===== config.mk =====
export PLATFORM = sky130hd
export DESIGN_NAME = dffram_arbiter_flat
export DESIGN_NICKNAME = d
export VERILOG_FILES = /design/src/rtl/dffram_arbiter_if.sv /design/src/rtl/dffram_arbiter.sv /design/src/flat_wrapper.sv
export SDC_FILE = /design/constraint.sdc
export NUM_CORES = 1
export LEC_CHECK = 0
export BUFFER_PORTS_ARGS = -buffer_cell sky130_fd_sc_hd__buf_4
export CAP_MARGIN = 20
export CORE_MARGIN = 8
export CORE_UTILIZATION = 32
export DETAILED_ROUTE_END_ITERATION = 8
export PLACE_DENSITY = 0.87
export SLEW_MARGIN = 20
export SYNTH_ARGS = -nofsm -noshare
export SYNTH_HDL_FRONTEND = slang
export SYNTH_SLANG_ARGS = --single-unit

===== constraint.sdc =====
create_clock -name HCLK -period 1.7 [get_ports HCLK]
set_input_delay 0.17 -clock HCLK [delete_from_list [all_inputs] [get_ports HCLK]]
set_output_delay 0.17 -clock HCLK [all_outputs]
set_load 0.01 [all_outputs]

===== src/rtl/dffram_arbiter_if.sv =====
// Request/response bundle between the core's I-fetch (port 0) and data (port 1)
// requesters and the DFFRAM arbiter.
interface dffram_arbiter_if #(
    parameter int A_WIDTH = 8
);
    logic               p0_req;
    logic [A_WIDTH-1:0] p0_addr;
    logic               p0_gnt;
    logic               p0_rvalid;
    logic [31:0]        p0_rdata;

    logic               p1_req;
    logic [3:0]         p1_we;
    logic [A_WIDTH-1:0] p1_addr;
    logic [31:0]        p1_wdata;
    logic               p1_gnt;
    logic               p1_rvalid;
    logic [31:0]        p1_rdata;

    modport master (
        output p0_req, p0_addr, p1_req, p1_we, p1_addr, p1_wdata,
        input  p0_gnt, p0_rvalid, p0_rdata, p1_gnt, p1_rvalid, p1_rdata
    );

    modport slave (
        input  p0_req, p0_addr, p1_req, p1_we, p1_addr, p1_wdata,
        output p0_gnt, p0_rvalid, p0_rdata, p1_gnt, p1_rvalid, p1_rdata
    );
endinterface


===== src/rtl/dffram_arbiter.sv =====
// Per-cycle arbiter sharing one single-port DFFRAM between an instruction-fetch
// port (read-only) and a data port (read/write with byte enables).
module dffram_arbiter #(
    parameter int COLS      = 1,
    parameter int PRIO_MODE = 0,
    parameter int MAX_WAIT  = 4,
    localparam int A_WIDTH  = 8 + $clog2(COLS)
) (
    input  logic               HCLK,
    input  logic               HRESETn,
    dffram_arbiter_if.slave    bus,
    output logic               ram_EN,
    output logic [3:0]         ram_WE,
    output logic [A_WIDTH-1:0] ram_A,
    output logic [31:0]        ram_Di,
    input  logic [31:0]        ram_Do,
    output logic [15:0]        conflict_cnt
);
    localparam int WAIT_W = $clog2(MAX_WAIT + 1);

    typedef struct packed {
        logic               en;
        logic [3:0]         we;
        logic [A_WIDTH-1:0] a;
        logic [31:0]        di;
    } ram_cmd_t;

    logic              last_grant;   // 0 = port 0 won last, 1 = port 1 won last
    logic [WAIT_W-1:0] wait_cnt;
    logic [1:0]        rvalid_q;
    logic              both;
    logic              starve;
    logic              p0_wins;
    logic              gnt0;
    logic              gnt1;
    ram_cmd_t          cmd;

    always_comb begin
        both    = bus.p0_req & bus.p1_req;
        starve  = (wait_cnt == WAIT_W'(MAX_WAIT));
        p0_wins = (PRIO_MODE == 0) ? last_grant : starve;
        // Grants are gated by reset so the RAM sees no stray enable while held.
        gnt0 = HRESETn & bus.p0_req & (~bus.p1_req | p0_wins);
        gnt1 = HRESETn & bus.p1_req & ~gnt0;
    end

    always_comb begin
        cmd = '0;
        if (gnt0) begin
            cmd.en = 1'b1;
            cmd.a  = bus.p0_addr;
            cmd.di = bus.p1_wdata;
        end else if (gnt1) begin
            cmd.en = 1'b1;
            cmd.we = bus.p1_we;
            cmd.a  = bus.p1_addr;
            cmd.di = bus.p1_wdata;
        end
    end

    always_ff @(posedge HCLK or negedge HRESETn) begin
        if (!HRESETn) begin
            rvalid_q     <= 2'b00;
            last_grant   <= 1'b1;
            wait_cnt     <= '0;
            conflict_cnt <= 16'd0;
        end else begin
            rvalid_q <= {gnt1 & (bus.p1_we == 4'd0), gnt0};
            if (gnt0)
                last_grant <= 1'b0;
            else if (gnt1)
                last_grant <= 1'b1;
            if (bus.p0_req && !gnt0) begin
                if (!starve)
                    wait_cnt <= wait_cnt + 1'b1;
            end else begin
                wait_cnt <= '0;
            end
            if (both && conflict_cnt != 16'hFFFF)
                conflict_cnt <= conflict_cnt + 16'd1;
        end
    end

    assign bus.p0_gnt    = gnt0;
    assign bus.p1_gnt    = gnt1;
    assign bus.p0_rvalid = rvalid_q[0];
    assign bus.p1_rvalid = rvalid_q[1];
    // Read data is shared; the rvalid strobes say whose it is.
    assign bus.p0_rdata  = ram_Do;
    assign bus.p1_rdata  = ram_Do;

    assign ram_EN = cmd.en;
    assign ram_WE = cmd.we;
    assign ram_A  = cmd.a;
    assign ram_Di = cmd.di;
endmodule


===== src/flat_wrapper.sv =====
// flat-port wrapper written by rule: the top's interface ports become plain ports
module dffram_arbiter_flat 
#(
    parameter int COLS      = 1,
    parameter int PRIO_MODE = 0,
    parameter int MAX_WAIT  = 4,
    localparam int A_WIDTH  = 8 + $clog2(COLS)
)
  (HCLK, HRESETn, ram_EN, ram_WE, ram_A, ram_Di, ram_Do, conflict_cnt, bus_p0_req, bus_p0_addr, bus_p1_req, bus_p1_we, bus_p1_addr, bus_p1_wdata, bus_p0_gnt, bus_p0_rvalid, bus_p0_rdata, bus_p1_gnt, bus_p1_rvalid, bus_p1_rdata);
  dffram_arbiter_if #(.A_WIDTH(8)) bus_i ();
  input  logic HCLK;
  input  logic HRESETn;
  output logic ram_EN;
  output logic [3:0] ram_WE;
  output logic [A_WIDTH-1:0] ram_A;
  output logic [31:0] ram_Di;
  input  logic [31:0] ram_Do;
  output logic [15:0] conflict_cnt;
  input wire logic [$bits(bus_i.p0_req)-1:0] bus_p0_req;
  input wire logic [$bits(bus_i.p0_addr)-1:0] bus_p0_addr;
  input wire logic [$bits(bus_i.p1_req)-1:0] bus_p1_req;
  input wire logic [$bits(bus_i.p1_we)-1:0] bus_p1_we;
  input wire logic [$bits(bus_i.p1_addr)-1:0] bus_p1_addr;
  input wire logic [$bits(bus_i.p1_wdata)-1:0] bus_p1_wdata;
  output wire logic [$bits(bus_i.p0_gnt)-1:0] bus_p0_gnt;
  output wire logic [$bits(bus_i.p0_rvalid)-1:0] bus_p0_rvalid;
  output wire logic [$bits(bus_i.p0_rdata)-1:0] bus_p0_rdata;
  output wire logic [$bits(bus_i.p1_gnt)-1:0] bus_p1_gnt;
  output wire logic [$bits(bus_i.p1_rvalid)-1:0] bus_p1_rvalid;
  output wire logic [$bits(bus_i.p1_rdata)-1:0] bus_p1_rdata;
  assign bus_i.p0_req = bus_p0_req;
  assign bus_i.p0_addr = bus_p0_addr;
  assign bus_i.p1_req = bus_p1_req;
  assign bus_i.p1_we = bus_p1_we;
  assign bus_i.p1_addr = bus_p1_addr;
  assign bus_i.p1_wdata = bus_p1_wdata;
  assign bus_p0_gnt = bus_i.p0_gnt;
  assign bus_p0_rvalid = bus_i.p0_rvalid;
  assign bus_p0_rdata = bus_i.p0_rdata;
  assign bus_p1_gnt = bus_i.p1_gnt;
  assign bus_p1_rvalid = bus_i.p1_rvalid;
  assign bus_p1_rdata = bus_i.p1_rdata;
  dffram_arbiter #(.COLS(COLS), .PRIO_MODE(PRIO_MODE), .MAX_WAIT(MAX_WAIT)) u_core (.HCLK(HCLK), .HRESETn(HRESETn), .bus(bus_i), .ram_EN(ram_EN), .ram_WE(ram_WE), .ram_A(ram_A), .ram_Di(ram_Di), .ram_Do(ram_Do), .conflict_cnt(conflict_cnt));
endmodule

* Word level (Yosys, flattened, before mapping)
Cells that the tools add are included.
Storage, ports and cells: bits in registers 19, bits of input ports 88, output and inout bits 129, logic and storage cells 23
Operators by class: add/subtract/negate cells 1, eq/ne operators 1, muxes and demuxes 6, bitwise gates (word level) 9, reduce and logical (&&, ||, !) cells 3
Operators by type and width (number):
- 45-bit two-way mux | 1
- 40-bit two-way mux | 1
- 16-bit by 1-bit adder with 16-bit output (second input constant) | 1
- 16-bit != test (second input constant) | 1
- 1-bit bitwise AND | 6
- 4-bit logical NOT | 1
- 4-bit two-way mux | 1
- 1-bit two-way mux | 3
- 1-bit inverter | 2
- 2-bit nonzero test | 1
- 1-bit logical AND | 1
- 1-bit bitwise OR | 1

* Longest topological paths before layout
Gate-level depths: netlist of the first run.
depth after elaboration 7, depth in mapped cells 6, mapped depth without buffers 5

* Worst setup path before layout of the first run
OpenSTA, ideal clock, no wires.
path type register to register, start reg u_core.conflict_cnt[0], end reg u_core.conflict_cnt[14], library setup time 80 ps, data arrival time 1483 ps, data required time 1620 ps, path slack 137 ps, stages on the path, launching flop included 7, buffers on the path 1, clock period less this slack 1563 ps, cells stage by stage dfrtp_1 > ha_1 > nand4_1 > o41a_1 > buf_6 > nand4_1 > xnor2_1
On the way: longest elaborated chain between the ends 2, elaborated cells between the ends (all ways) 3, those cells by class 1 x add/sub; 1 x eq/ne; 1 x reduce/logical
Ends and longest elaborated chain:
- start: declaration | RTL line dffram_arbiter.sv:17 | output logic [15:0] conflict_cnt
- start signal: assignment | RTL line dffram_arbiter.sv:80 | conflict_cnt <= conflict_cnt + 16'd1;
- branches (longest 2 deep; another with 16-bit by 1-bit adder with 16-bit output)
Several ways; the timed one is not identified. A chain may end at the register's enable or synchronous reset.

* Worst setup path after layout of the first run
start reg u_core.conflict_cnt[0], end reg u_core.conflict_cnt[7]
Same word-level chain as after synthesis.

==> run_results.csv, run 1 <==
group,metric,value,unit
place,dp.cells,323,
timing,drv_slew,0,
route,drt_iter0_markers,58,
die,coreArea,5107,sq um
timing,setup_ws,0.01687,ns
finish,final_nets,351,
grt,grt_max_degree,34,
route,detail-route-antenna-nets,0,
route,drc,0,
route,viasPerCell,4.737,
finish,instances_no_fill,331,
die,row_count,26,
synth,yosys_warnings,0,
clock_network,cts_made_buffers,3,
finish,seq_area,476.7,sq um
synth,synth-edff-count,0,
worst_hold_path,hold_path_class,"input pin to register",
finish,multi_input_area,729.5,sq um
setup_path,cp.required,1.88,ns
grt,grt_util_met1,0.1303,
clock_network,clk_latency,0.26,ns
die,fp.dieH,88.71,um
synth,ys_types,28,
place,preCtsSetupSlack,0.04816,ns
synth,async_reset_ff_frac,1.000,
timing,setup_viol,0,
pwr,power_density,683.5,nW/um^2
pwr,ir_worst_vdd,0.0004287,V
finish,num_antenna_cells,0,
die,ios,217,
setup_path,crit_start,"u_core.conflict_cnt[0]",
finish,num-fill-cells,485,
place,io_buffers,120,
pwr,power.leakage,0.001204,uW
finish,drive_gt1_frac,0.5479,
clock_network,cts_tree,"built",
clock_network,clockBufferDepth,2,
timing,finalCriticalPeriod,1.683,ns
setup_path,critical_path_class,"register to register",
grt,top_usage_layer,"met2",
clock_network,cts_sinks,19,
clock_network,path_clk_slew,0.07,ns
synth,synthesis.area,1692,sq um
timing,max_freq,594.1,MHz
clock_network,h-tree-depth,1,
timing,post-route-period-util,0.9901,
synth,yosysSeqAreaShare,0.2818,
route,drt_wl_total,5944,um
synth,syn_area_per_cell,8.720,sq um
setup_path,critPathMaxFanout,6,
setup_path,start_kind,"register",
grt,use_met2,0.2365,
setup_path,cp-end-kind,"register",
setup_path,rr_startpoint,"u_core.conflict_cnt[0]",
clock_network,cts_root_buffer,"clkbuf_8",
outcome,status,"finished, final reports clean",
synth,synth_ff_type,"dfrtp_1",
route,drt_first_pass_iters,4,
finish,fin_area,2344,sq um
grt,antenna_found_initial,0,
place,gp_congestion,0.8217,
setup_path,arrival,1.86,ns
synth,synth_nets,283,
route,routedWlPerCell,17.96,um
grt,grt_use_total,0.1348,
die,die_w,88.71,um
synth,ys_ff_latch,19,
timing,tightest_slew,0.8974,ns
finish,final_common_cell,"buf_4",
grt,grt_overflow,0,
worst_hold_path,min_from,"bus_p1_we[3]",
grt,use_met3,0.07428,
run,max_cap_viol_count,0,
finish,layout_common_cells,"130 x buf_4, 37 x and2_1, 18 x dfrtp_1",
grt,grt_pass1_vias,1560,
timing,hold_viol_final,0,
die,dieArea,7869,sq um
timing,rsz0062_at_grt,"yes",
finish,area_delta_synth_final,38.54,%
synth,syn_inst,194,
grt,grt_pass1_wl,8252,um
place,place_area,2237,sq um
die,start_util,0.3312,
route,via_count,1568,
place,hpwlAfterDp,4896,um
timing,slew_headroom,0.4017,
timing,clock_skew,0.007478,ns
==> layout make-up <==
| cell class | instances | share of cell area |
|---|---|---|
| tap | 70 | 0.03737 |
| multi-input combinational | 104 | 0.3113 |
| sequential | 19 | 0.2034 |
| clock buffer | 4 | 0.01922 |
| timing repair buffer | 132 | 0.4255 |
| inverter | 2 | 0.003203 |
==> worst max-delay path, stage by stage (launching register included) <==
cell and delay (ns):
dfrtp_1 0.40, ha_2 0.21, nand4_1 0.17, o41a_1 0.57
nand4_1 0.14, xnor2_1 0.11
==> kinds of logic after synthesis <==
logic type      Yosys count  share of synthesized area
fa+ha+maj                 1                   0.007395
flops                    19                     0.2818
simple gates             73                     0.2537
buf+inv                  72                     0.3062
compound gates           14                    0.07323
xor+xnor                 15                    0.07767
==> sequential cells by signal, indices dropped and copies added (netlist names) <==
register,count
u_core.last_grant,1
u_core.rvalid_q,2
u_core.conflict_cnt,16
==> worst paths after layout <==
| path | endpoint | slack (ns) | depth (start not counted) |
|---|---|---|---|
| worst min-delay path | u_core.rvalid_q[1] | 0.18 | 3 |
| min in group asynchronous | u_core.rvalid_q[0] | 0.31 | 2 |
| worst max-delay path | u_core.conflict_cnt[7] | 0.02 | 5 |
| worst max register to register | u_core.conflict_cnt[7] | 0.02 | 5 |
| worst min register to register | u_core.conflict_cnt[15] | 0.50 | 1 |
| max in group asynchronous | u_core.conflict_cnt[12] | 0.94 | 3 |
==> synth_stat cells (2+ instances only) <==
master     n  area (sq um)
a22o_1     8         70.07
and2_1    37         231.5
buf_4     64         480.5
clkbuf_1   5         18.77
dfrtp_1   18         450.4
inv_1      2         7.510
nand2_1   11         41.29
nand3_1    4         20.02
nand4_1    7         43.79
nand4_2    2         25.02
nor2_1     5         18.77
nor3_1     2         10.01
xnor2_1   13         113.9
xor2_1     2         17.52
==> report_power, final <==
part / leakage [uW] / internal [uW] / switching, uW
combinational: 0.000928 / 378 / 292
clock: 0.0000228 / 167 / 148
sequential: 0.000253 / 524 / 92.3
==> metal layers <==
layer | routed length [um] | vias up
met4 | 92 | 0
met1 | 1955 | 721
met3 | 786 | 11
li1 | - | 711
met2 | 3110 | 125
met5 | 0 | -
==> per-stage QoR <==
step	utilization	power [uW]	TNS (ns)	hold slack (ns)
final	0.4588	1602	0	0.1841
after global routing	0.4588	1691	-0.4703	0.1832
after CTS	0.4525	1575	0	0.1752
after detailed placement	0.4380	1250	0	-0.02169
after global placement	0.4380	1229	0	-0.02465
after floorplan	-	1002	0	-0.1256
==> what timing repair did <==
item,CTS,global route
gates resized for setup,3,4
setup buffers,1,1
hold buffers,1,0
gates cloned,0,1
endpoints found under the setup margin,13,22
endpoints found under the hold margin,19,0
pin swaps,0,15
Note: power is estimated with default switching activity, not from simulation.
==> inputs of run 2 (changes only) <==
Settings changed: CELL_PAD_IN_SITES_DETAIL_PLACEMENT set to 1, CELL_PAD_IN_SITES_GLOBAL_PLACEMENT set to 1, CORE_UTILIZATION 32 to 20, CTS_CLUSTER_DIAMETER set to 150.
==> run 2 against run 1 <==
  * Worst hold slack got worse by 0.019 ns
  * Clock skew decreased by 0.0066 ns
  * Sequential cell count unchanged
  * Register-to-register slack improved by 0.14 ns
  * Cell count increased by 13%
  * Via count increased by 1.3%
  * Power increased by 1.7%
  * Sequential power decreased by 3%
==> run_results.csv, run 2 (synthesized netlist as in run 1, its figures left out) <==
group,metric,value,unit
outcome,status,"finished, final reports clean",
place,gp_congestion,0.7805,
finish,area_delta_synth_final,44.82,%
timing,post-route-period-util,0.9712,
finish,largestRegisters,"u_core.conflict_cnt: 16 flops, u_core.rvalid_q: 2 flops, u_core.last_grant: 1 flops",
grt,top_usage_layer,"met2",
grt,grt_overflow,0,
setup_path,crit_path_max_incr_delay,0.55,ns
route,drt_first_pass_iters,3,
pwr,sw_frac_of_total,0.3298,
finish,final_common_cell,"buf_4",
route,drt_iter0_markers,35,
finish,multi_input_area,718.2,sq um
pwr,pwr-share-comb,0.439,
setup_path,rr_startpoint,"u_core.conflict_cnt[1]",
timing,hold_ws,0.1647,ns
die,row_count,33,
worst_hold_path,hold_path_class,"input pin to register",
route,drt_wl_total,6491,um
setup_path,critPathTopFamily,"flip-flops",
setup_path,cp-end-kind,"output port",
timing,clock_skew,0.0008782,ns
route,via_count,1588,
finish,drive_gt1_frac,0.5704,
finish,seq_area,476.7,sq um
setup_path,critical_path_class,"register to output port",
pwr,p_sw,537.3,uW
route,drc,0,
setup_path,critPathMaxFanout,5,
grt,use_met3,0.06365,
run,max_cap_viol_count,0,
pwr,power_density,665.1,nW/um^2
pwr,sequentialPowerShare,0.367,
route,detail-route-antenna-nets,0,
pwr,p_int,1092,uW
setup_path,cp.required,1.53,ns
die,coreArea,8217,sq um
setup_path,critPathSlowestCell,"dfstp_2",
clock_network,clockBufferDepth,2,
pwr,clock_power_share,0.194,
route,routedWlPerCell,17.31,um
clock_network,h-tree-depth,1,
clock_network,cts_sinks,19,
clock_network,cts_root_buffer,"clkbuf_8",
setup_path,arrival,1.48,ns
grt,use_met2,0.1827,
setup_path,crit_chain,"inv_2 > a21oi_4 > buf_2 > a22o_1 > buf_4",
grt,grt_use_total,0.1037,
die,dieArea,11660,sq um
place,hpwlAfterDp,5494,um
timing,drv_slew,0,
clock_network,cts_tree,"built",
timing,setup_ws,0.04889,ns
pwr,ir_worst_vdd,0.0002563,V
place,io_buffers,120,
die,die_w,108.0,um
timing,setup_viol,0,
setup_path,crit_buf_inv,3,
pwr,power.leakage,0.001254,uW
finish,largest-register,"u_core.conflict_cnt",
finish,num_antenna_cells,0,
setup_path,start_kind,"register",
setup_path,crit_start,"u_core.last_grant",
clock_network,path_clk_slew,0.07,ns
timing,finalCriticalPeriod,1.651,ns
place,preCtsSetupSlack,0.007171,ns
timing,hold_viol_final,0,
route,viasPerCell,4.235,
clock_network,cts_made_buffers,3,
die,start_util,0.2059,
finish,num-fill-cells,989,
grt,grt_pass1_vias,1837,
finish,final_nets,360,
grt,grt_util_met1,0.09441,
timing,max_freq,605.7,MHz
grt,antenna_found_initial,0,
grt,grt_max_degree,24,
clock_network,clk_latency,0.26,ns
setup_path,regToRegSetupSlack,0.16,ns
finish,layout_common_cells,"139 x buf_4, 37 x and2_1, 18 x dfrtp_1",
die,fp.dieH,108.0,um
die,ios,217,
timing,slew_headroom,0.7113,
worst_hold_path,min_from,"bus_p1_we[2]",
finish,largest_reg_flops,16,
timing,tightest_slew,0.4314,ns
grt,grt_pass1_wl,9618,um
run 2: cell count changes in the layout (fill, tap and decap cells not counted), sizes merged:
cell    delta
clkinv     +1
o41a       -1
buf       +10
clkbuf     -1
run 2: power groups by stage:
stage               logic, uW  clock network, uW  registers [uW]
floorplan                 359                  0             643
CTS                       707                333             595
detailed placement        694                  0             603
finish                    715                317             598
global route              783                339             609
global placement          673                  0             598
run 2: final timing paths:
kind | endpoint | cells past startpoint
worst max-delay path | ram_A[7] | 5
worst min register to register | u_core.last_grant | 2
worst min-delay path | u_core.rvalid_q[1] | 3
min in group asynchronous | u_core.rvalid_q[1] | 2
worst max register to register | u_core.conflict_cnt[14] | 6
max in group asynchronous | u_core.conflict_cnt[6] | 3
run 2: timing repair:
item	CTS	global route
gates resized for setup	4	3
endpoints found under the setup margin	14	23
setup buffers	2	4
pin swaps	1	5
endpoints found under the hold margin	19	0
gates cloned	0	1
hold buffers	1	0
run 2: area by class of cell:
cell class	count	area share
sequential	19	0.1946
clock buffer	3	0.01685
clock inverter	1	0.002043
inverter	2	0.003064
timing repair buffer	142	0.4367
multi-input combinational	103	0.2932
tap	105	0.05363
run 2: worst register-to-register path, cell delays in order, from the launching register on:
cell	delay (ns)
dfrtp_1	0.36
ha_2	0.18
nand4_1	0.11
o41a_1	0.41
buf_4	0.18
nand4_1	0.11
xnor2_1	0.12
run 2: per-layer routing:
metal,vias up,share of wire
met5,-,0
met4,0,0.022
met3,13,0.13
met1,739,0.32
met2,109,0.53
li1,727,-
run 2: through the flow:
step           instance area, sq um  cells    util  power, uW  setup TNS, ns
2_1_floorplan                  1692    194       -       1002              0
3_3_place_gp                   2318    363  0.2822       1271              0
3_5_place_dp                   2318    363  0.2822       1297              0
4_1_cts                        2405    370  0.2927       1636              0
5_1_grt                        2450    375  0.2982       1731      -0.001568
6_report                       2450    375  0.2982       1629              0
